### src/rtl/uart_transmitter.sv
// 8N1 UART transmitter fed by a small byte FIFO. Queued bytes leave back-to-back,
// and the serial line plus both status flags come straight from flops.
module uart_transmitter #(
    parameter int comm_clk_frequency = 75000000,
    parameter int baud_rate          = 115200,
    parameter int fifo_depth_log2    = 2
) (
    input  logic       clk,
    input  logic       reset,
    input  logic       rx_new_byte,
    input  logic [7:0] rx_byte,
    output logic       tx_ready,
    output logic       tx_busy,
    output logic       uart_tx
);

    localparam int AW      = fifo_depth_log2;
    localparam int c_depth = 1 << fifo_depth_log2;

    localparam logic [15:0] c_baud_delay = 16'(comm_clk_frequency / baud_rate - 1);
    localparam logic [15:0] c_baud_one   = 16'd1;
    localparam logic [15:0] c_baud_zero  = 16'd0;

    localparam logic [AW:0]   c_count_full = (AW + 1)'(c_depth);
    localparam logic [AW:0]   c_count_zero = (AW + 1)'(0);
    localparam logic [AW:0]   c_count_one  = (AW + 1)'(1);
    localparam logic [AW-1:0] c_ptr_one    = AW'(1);

    localparam logic [1:0] S_IDLE  = 2'd0;
    localparam logic [1:0] S_START = 2'd1;
    localparam logic [1:0] S_DATA  = 2'd2;
    localparam logic [1:0] S_STOP  = 2'd3;

    logic [7:0]    r_mem [c_depth];
    logic [AW-1:0] r_wr_ptr;
    logic [AW-1:0] r_rd_ptr;
    logic [AW:0]   r_count;

    logic [1:0]  r_state;
    logic [15:0] r_baud_cnt;
    logic [2:0]  r_bit_idx;
    logic [7:0]  r_shift;

    logic r_tx;
    logic r_tx_ready;
    logic r_tx_busy;

    logic        w_push;
    logic        w_pop;
    logic        w_fifo_nempty;
    logic        w_bit_end;
    logic [7:0]  w_head;
    logic [AW:0] w_count_nxt;
    logic [1:0]  w_state_nxt;
    logic [15:0] w_baud_nxt;
    logic [2:0]  w_bit_nxt;
    logic [7:0]  w_shift_nxt;
    logic        w_tx_nxt;

    assign w_push        = rx_new_byte & r_tx_ready;
    assign w_fifo_nempty = (r_count != c_count_zero);
    assign w_bit_end     = (r_baud_cnt == c_baud_delay);
    assign w_head        = r_mem[r_rd_ptr];

    // Framing state machine; a pop happens from IDLE or on the last STOP cycle.
    always_comb begin
        w_state_nxt = r_state;
        w_baud_nxt  = r_baud_cnt;
        w_bit_nxt   = r_bit_idx;
        w_shift_nxt = r_shift;
        w_pop       = 1'b0;
        case (r_state)
            S_IDLE: begin
                w_baud_nxt = c_baud_zero;
                if (w_fifo_nempty) begin
                    w_pop       = 1'b1;
                    w_shift_nxt = w_head;
                    w_state_nxt = S_START;
                end else begin
                    w_state_nxt = S_IDLE;
                end
            end
            S_START: begin
                if (w_bit_end) begin
                    w_baud_nxt  = c_baud_zero;
                    w_bit_nxt   = 3'd0;
                    w_state_nxt = S_DATA;
                end else begin
                    w_baud_nxt = r_baud_cnt + c_baud_one;
                end
            end
            S_DATA: begin
                if (w_bit_end) begin
                    w_baud_nxt  = c_baud_zero;
                    w_shift_nxt = {1'b0, r_shift[7:1]};
                    if (r_bit_idx == 3'd7) begin
                        w_state_nxt = S_STOP;
                    end else begin
                        w_bit_nxt = r_bit_idx + 3'd1;
                    end
                end else begin
                    w_baud_nxt = r_baud_cnt + c_baud_one;
                end
            end
            S_STOP: begin
                if (w_bit_end) begin
                    w_baud_nxt = c_baud_zero;
                    // Chain straight into the next start bit so frames abut.
                    if (w_fifo_nempty) begin
                        w_pop       = 1'b1;
                        w_shift_nxt = w_head;
                        w_state_nxt = S_START;
                    end else begin
                        w_state_nxt = S_IDLE;
                    end
                end else begin
                    w_baud_nxt = r_baud_cnt + c_baud_one;
                end
            end
            default: begin
                w_state_nxt = S_IDLE;
                w_baud_nxt  = c_baud_zero;
            end
        endcase
    end

    // FIFO occupancy after this edge's push and pop.
    always_comb begin
        case ({w_push, w_pop})
            2'b10:   w_count_nxt = r_count + c_count_one;
            2'b01:   w_count_nxt = r_count - c_count_one;
            default: w_count_nxt = r_count;
        endcase
    end

    // Line level for the state being entered, so uart_tx can be a plain flop.
    always_comb begin
        case (w_state_nxt)
            S_START: w_tx_nxt = 1'b0;
            S_DATA:  w_tx_nxt = w_shift_nxt[0];
            default: w_tx_nxt = 1'b1;
        endcase
    end

    // FIFO storage; contents need no reset because the pointers define validity.
    always_ff @(posedge clk) begin
        if (w_push) begin
            r_mem[r_wr_ptr] <= rx_byte;
        end
    end

    // FIFO pointers and occupancy.
    always_ff @(posedge clk) begin
        if (reset) begin
            r_wr_ptr <= '0;
            r_rd_ptr <= '0;
            r_count  <= c_count_zero;
        end else begin
            if (w_push) begin
                r_wr_ptr <= r_wr_ptr + c_ptr_one;
            end
            if (w_pop) begin
                r_rd_ptr <= r_rd_ptr + c_ptr_one;
            end
            r_count <= w_count_nxt;
        end
    end

    // Framing state, baud counter, bit index and shift register.
    always_ff @(posedge clk) begin
        if (reset) begin
            r_state    <= S_IDLE;
            r_baud_cnt <= c_baud_zero;
            r_bit_idx  <= 3'd0;
            r_shift    <= 8'd0;
        end else begin
            r_state    <= w_state_nxt;
            r_baud_cnt <= w_baud_nxt;
            r_bit_idx  <= w_bit_nxt;
            r_shift    <= w_shift_nxt;
        end
    end

    // Registered line and status outputs, computed from next-state values.
    always_ff @(posedge clk) begin
        if (reset) begin
            r_tx       <= 1'b1;
            r_tx_ready <= 1'b1;
            r_tx_busy  <= 1'b0;
        end else begin
            r_tx       <= w_tx_nxt;
            r_tx_ready <= (w_count_nxt != c_count_full);
            r_tx_busy  <= (w_state_nxt != S_IDLE) | (w_count_nxt != c_count_zero);
        end
    end

    assign uart_tx  = r_tx;
    assign tx_ready = r_tx_ready;
    assign tx_busy  = r_tx_busy;

endmodule

### config.mk
export PLATFORM = sky130hd
export DESIGN_NAME = uart_transmitter
export DESIGN_NICKNAME = d
export VERILOG_FILES = /design/src/rtl/uart_transmitter.sv
export SDC_FILE = /design/constraint.sdc
export NUM_CORES = 1
export LEC_CHECK = 0
export ABC_AREA = 1
export CORE_ASPECT_RATIO = 1.25
export CORE_MARGIN = 1
export CORE_UTILIZATION = 35
export DETAILED_ROUTE_END_ITERATION = 7
export PLACE_DENSITY_LB_ADDON = 0.05
export SETUP_SLACK_MARGIN = 0.4
export SLEW_MARGIN = 20
export SYNTH_ARGS = -nofsm -noshare
export SYNTH_HDL_FRONTEND = slang
export SYNTH_SLANG_ARGS = --single-unit
export TNS_END_PERCENT = 100
### constraint.sdc
create_clock -name clk -period 2.89 [get_ports clk]
set_clock_uncertainty 0.1 [all_clocks]
set_input_delay 0.578 -clock clk [delete_from_list [all_inputs] [get_ports clk]]
set_output_delay 0.578 -clock clk [all_outputs]
set_load 0.02 [all_outputs]
Word-level counts from Yosys, hierarchy flattened
Memory sizes are Yosys's and may differ from the RTL's. A register that Yosys moved wholly into a read port is not among the register bits.
Index checks and enable logic that the tools add are counted.
Widths: inputs -> output; s select.
Storage, ports and cells
  bits in registers: 39
  bits in writable memories: 32
  input port bits: 11
  output and inout port bits: 3
  logic and storage cells: 68
  memories: 1
Cells by class
  add/sub/neg operators: 6
  eq/ne operators: 14
  mux-type cells: 25
  bitwise logic cells: 2
  reductions and logical operators: 9
Memories
  r_mem: words 4, bits a word 8, rd ports 1, clocked after memory_dff 1, write ports 1, line 34  | logic [7:0] r_mem [c_depth];
Operator list (count)
  $pmux 16 s2: 1
  $mux 8: 3
  $pmux 8 s3: 1
  $add 16x1->16 const B: 1
  $eq 16x10->1 const B: 1
  $mux 16: 1
  $mux 2: 6
  $pmux 3 s2: 2
  $mux 3: 3
  $reduce_bool 3->1: 3
  $eq 2x2->1 const B: 4
  $ne 2x2->1 const B: 4
  $pmux 2 s4: 1
  $add 3x1->3 const B: 2
  $eq 2x1->1 const B: 3
  $mux 1: 5
  $add 2x1->2 const B: 2
  $pmux 1 s2: 2
  $reduce_and 4->1: 1
  $reduce_bool 2->1: 2
  $eq 3x3->1 const B: 1
  $ne 3x3->1 const B: 1
  $reduce_and 3->1: 1
  $reduce_or 3->1: 1
  4 further kinds: 4

Longest topological paths before layout
  depth after elaboration: 8
  mapped depth: 17

Worst setup path after synthesis
No wires, ideal clock.
  kind: register to register
  from: reg r_baud_cnt[0]
  to: reg r_tx_ready, in the netlist tx_ready
  library setup time: 0.125 ns
  arrival: 2.324 ns
  data required time: 2.665 ns
  slack: 0.341 ns
  stages on the path, launching flop included: 18
  clock period less this slack: 2.549 ns
  cell sequence: dfxtp_1 inv_1 ha_1 nand2_1 nor2_4 nand3_2 nand2_4 nand3b_4 inv_2 ha_1 inv_1 fa_1 a21oi_1 o21ai_0 xor2_1 inv_1 nor2_1 nand3_1
On the way
  word-level cells in the longest chain between the ends: 6
  elaborated cells between the ends (all ways): 7
  classes of those cells: 4 x eq/ne; 3 x mux
RTL lines
  from (decl): line 40  | logic [15:0] r_baud_cnt;
  from (signal assigned): line 173  | r_baud_cnt <= c_baud_zero;
  from (signal assigned): line 178  | r_baud_cnt <= w_baud_nxt;
  $eq 16x10->1 (*): line 62  | assign w_bit_end = (r_baud_cnt == c_baud_delay);
  $mux 1 (*): line 106  | if (w_bit_end) begin
  $pmux 1 s2 (*): line 72  | case (r_state)
  net w_pop: line 49  | logic w_pop;
  $eq 2x1->1 / $eq 2x2->1 (equally long branches): line 129  | case ({w_push, w_pop})
  $pmux 3 s2 (*): line 129
  $ne 3x3->1 (*): line 192  | r_tx_ready <= (w_count_nxt != c_count_full);
  to (signal assigned): line 192
  to (decl): line 45  | logic r_tx_ready;
Mark *: on every way through the listed nets, which the timed path passes. The rest lies on a longest branch.
A chain may end at the register's enable or synchronous reset.

Worst setup path in the final report
  from: reg r_baud_cnt[5]
  to: reg r_tx_ready, in the netlist tx_ready
The elaborated chain is that of the path after synthesis.

==> out/qor.txt <==
Hold WC Path Type = flip-flop to flip-flop
Die H = 114.4 microns
Routed Antenna Nets = 0
Asr flop ratio synth = 0%
Post-Syn Nets = 429
Least-Margin Pin Slew = 576.2 ps
Most frequent cell after synthesis = nand2_1
Sink Count = 73
Setup Crit Path Kind = flip-flop to flip-flop
Starting Density = 36.46%
Post-synth top cells = 72 x nand2_1, 53 x nor2_1, 51 x inv_1
Root buffer cell = clkbuf_16
Largest net degree at the start of global routing = 23
Vias in the first global route = 2535
Antenna Cells = 0
Largest area contributor in the netlist = edfxtp_1
DIE AREA = 0.01052 sq mm
Clock transition at the registers of the reported paths = 60 ps
1st-iter DRT viols = 90
Fmax = 418.1 MHz
Tcrit/Tclk final = 82.76%
Total GRT Usage = 14.81%
Area of placed instances = 0.003854 sq mm
VDD IR max = 0.3429 mV
Port Buffer Count = 13
CTS max path bufs = 2
Power Total = 3.688 mW
Initial antenna violation count = 0
Setup TNS Final = 0 ps
Drt wl/cell = 12.66 microns
Vias per cell = 4.698
Routed Wire Length = 7130 microns
Nets@finish = 459
Dpl hpwl = 4969 microns
Synth Register Bits = 73
Max Cap Viol = 0
Top Metal Used = met4
Static leakage = 1.616 nW
Worst slew margin = 61.49%
Power Dens Cells = 849.8 mW/mm^2
Fillers = 994
First-pass GRT wire length = 11860 microns
Status = complete, no violations
Worst EP arrival = 2520 ps
Main synth FF type = dfxtp_1
Met2 wire len = 3629 microns
Synth Area per Inst = 8.805 sq um
Final Instance Area = 0.004340 sq mm
Area share of the largest cell type after synthesis = 27.15%
# DRC = 0
Synth Warn # = 0
Count of pins over their slew limit = 0
Post-Synthesis Cells = 402
Remaining global-route overflow = 0
Boundary Pins = 14
Synth top area cells = edfxtp_1 27%, dfxtp_1 23%, nand2_1 7.6%
M1 WL = 3193 microns
Min cycle time layout = 2392 ps
Mapped cell area = 0.003540 sq mm
Final Hold Viols = 0
Die width = 91.95 microns
RePlAce Congestion = 0.7227
Row count = 40
Clk_lat worst skew = 340 ps
CP Capture Type = flip-flop
Count of different cell masters after synthesis = 38
Core Area = 0.009709 sq mm
CTS Buf Count = 9
Hold Buf Count CTS = 0
Worst EP required = 3010 ps
Fraction of layout cells with a size suffix above 1 = 19.22%
H-tree depth = 3
TritonCTS clock tree = done
Total iterations of the first detailed-routing run = 4
RSZ-0062 raised after global routing = true
Layout area overhead = 22.62%
Sequential area share after synthesis = 50.34%
# setup viols final = 0
Routed wl met3 = 127 microns
Fin util = 44.70%
Worst Setup Start Kind = flip-flop
Number of synthesized flops with an enable pin = 32
Crit-path max FO = 5
Vias = 2645
cells by family after synthesis:
family          share of synthesized area [%]
xor+xnor                                1.732
compound gates                          11.38
flops                                   50.34
simple gates                            23.90
buf+inv                                 6.787
fa+ha+maj                               5.868
layout make-up:
class	instances	area, sq um	area share (%)
Multi-Input combinational cell	267	1595	36.75
Sequential cell	73	1812	41.74
Tap cell	126	157.7	3.632
Inverter	53	203.9	4.699
Clock buffer	9	225.2	5.189
Timing Repair Buffer	28	242.7	5.592
Clock inverter	7	103.9	2.393
power by group:
part	switching (mW)	internal, mW
logic	0.724	0.459
clock network	0.451	0.764
registers	0.0630	1.23
total	1.24	2.45
placed cells by master, fill, tap and decap left out, types with 12 or more instances in the layout:
cell type         n
inv_1            48
clkdlybuf4s50_1  13
nor2_1           49
buf_4            15
nand3_1          15
edfxtp_1         32
o21ai_0          26
a21oi_1          22
ha_1             12
nand2_1          71
dfxtp_1          27
routing by layer:
| metal | GRT usage [%] | up-vias |
|---|---|---|
| met5 | 0 | - |
| met4 | 8.542 | 0 |
| met3 | 3.054 | 11 |
| met2 | 25.32 | 32 |
| met1 | 17.15 | 1222 |
| li1 | - | 1380 |
repair_timing:
| action | CTS | global route |
|---|---|---|
| cloned | 0 | 0 |
| setup buffers | 2 | 4 |
| endpoints found under the setup margin | 3 | 3 |
| gates resized for setup | 7 | 36 |
| pin swaps | 3 | 15 |
metrics by stage:
step / instances / worst slack, ps / hold slack, ps
final: 563 / 498.2 / 365.0
after global routing: 563 / 276.8 / 378.5
after floorplan: 402 / 366.3 / 329.7
after detailed placement: 541 / 176.4 / 357.0
after CTS: 559 / 391.0 / 367.8
after global placement: 541 / 259.0 / 346.7
final timing paths:
check | from | end | slack, ps | depth (start not counted)
worst max-delay path | r_baud_cnt[5]$_SDFF_PP0_ | tx_ready$_SDFF_PP1_ | 500 | 16
worst min-delay path | r_shift[4]$_SDFFE_PP0P_ | r_shift[4]$_SDFFE_PP0P_ | 360 | 2
worst max register to register | r_baud_cnt[5]$_SDFF_PP0_ | tx_ready$_SDFF_PP1_ | 500 | 16
worst min register to register | r_shift[4]$_SDFFE_PP0P_ | r_shift[4]$_SDFFE_PP0P_ | 360 | 2
worst max-delay path, cell delays in order, from the launching register on:
cell and delay (ps):
dfxtp_4 360, nor2_4 120, nand2_4 70, nor2_8 130, nand3_4 80, nand2_4 80, nand3b_4 90, inv_4 70
ha_4 130, inv_4 40, fa_2 370, a21oi_2 130, o21ai_1 80, xor2_1 170, inv_1 70, nor2_2 120
nand3_1 70
registers in the layout (all words and copies together) (netlist names), named ones only:
name and flops:
r_wr_ptr 2, r_rd_ptr 2, r_state 2, r_count 3, r_baud_cnt 16, r_bit_idx 3
r_shift 8, uart_tx 1, r_mem 32, tx_ready 1, tx_busy 1
Note: power is estimated with default switching activity, not from simulation.
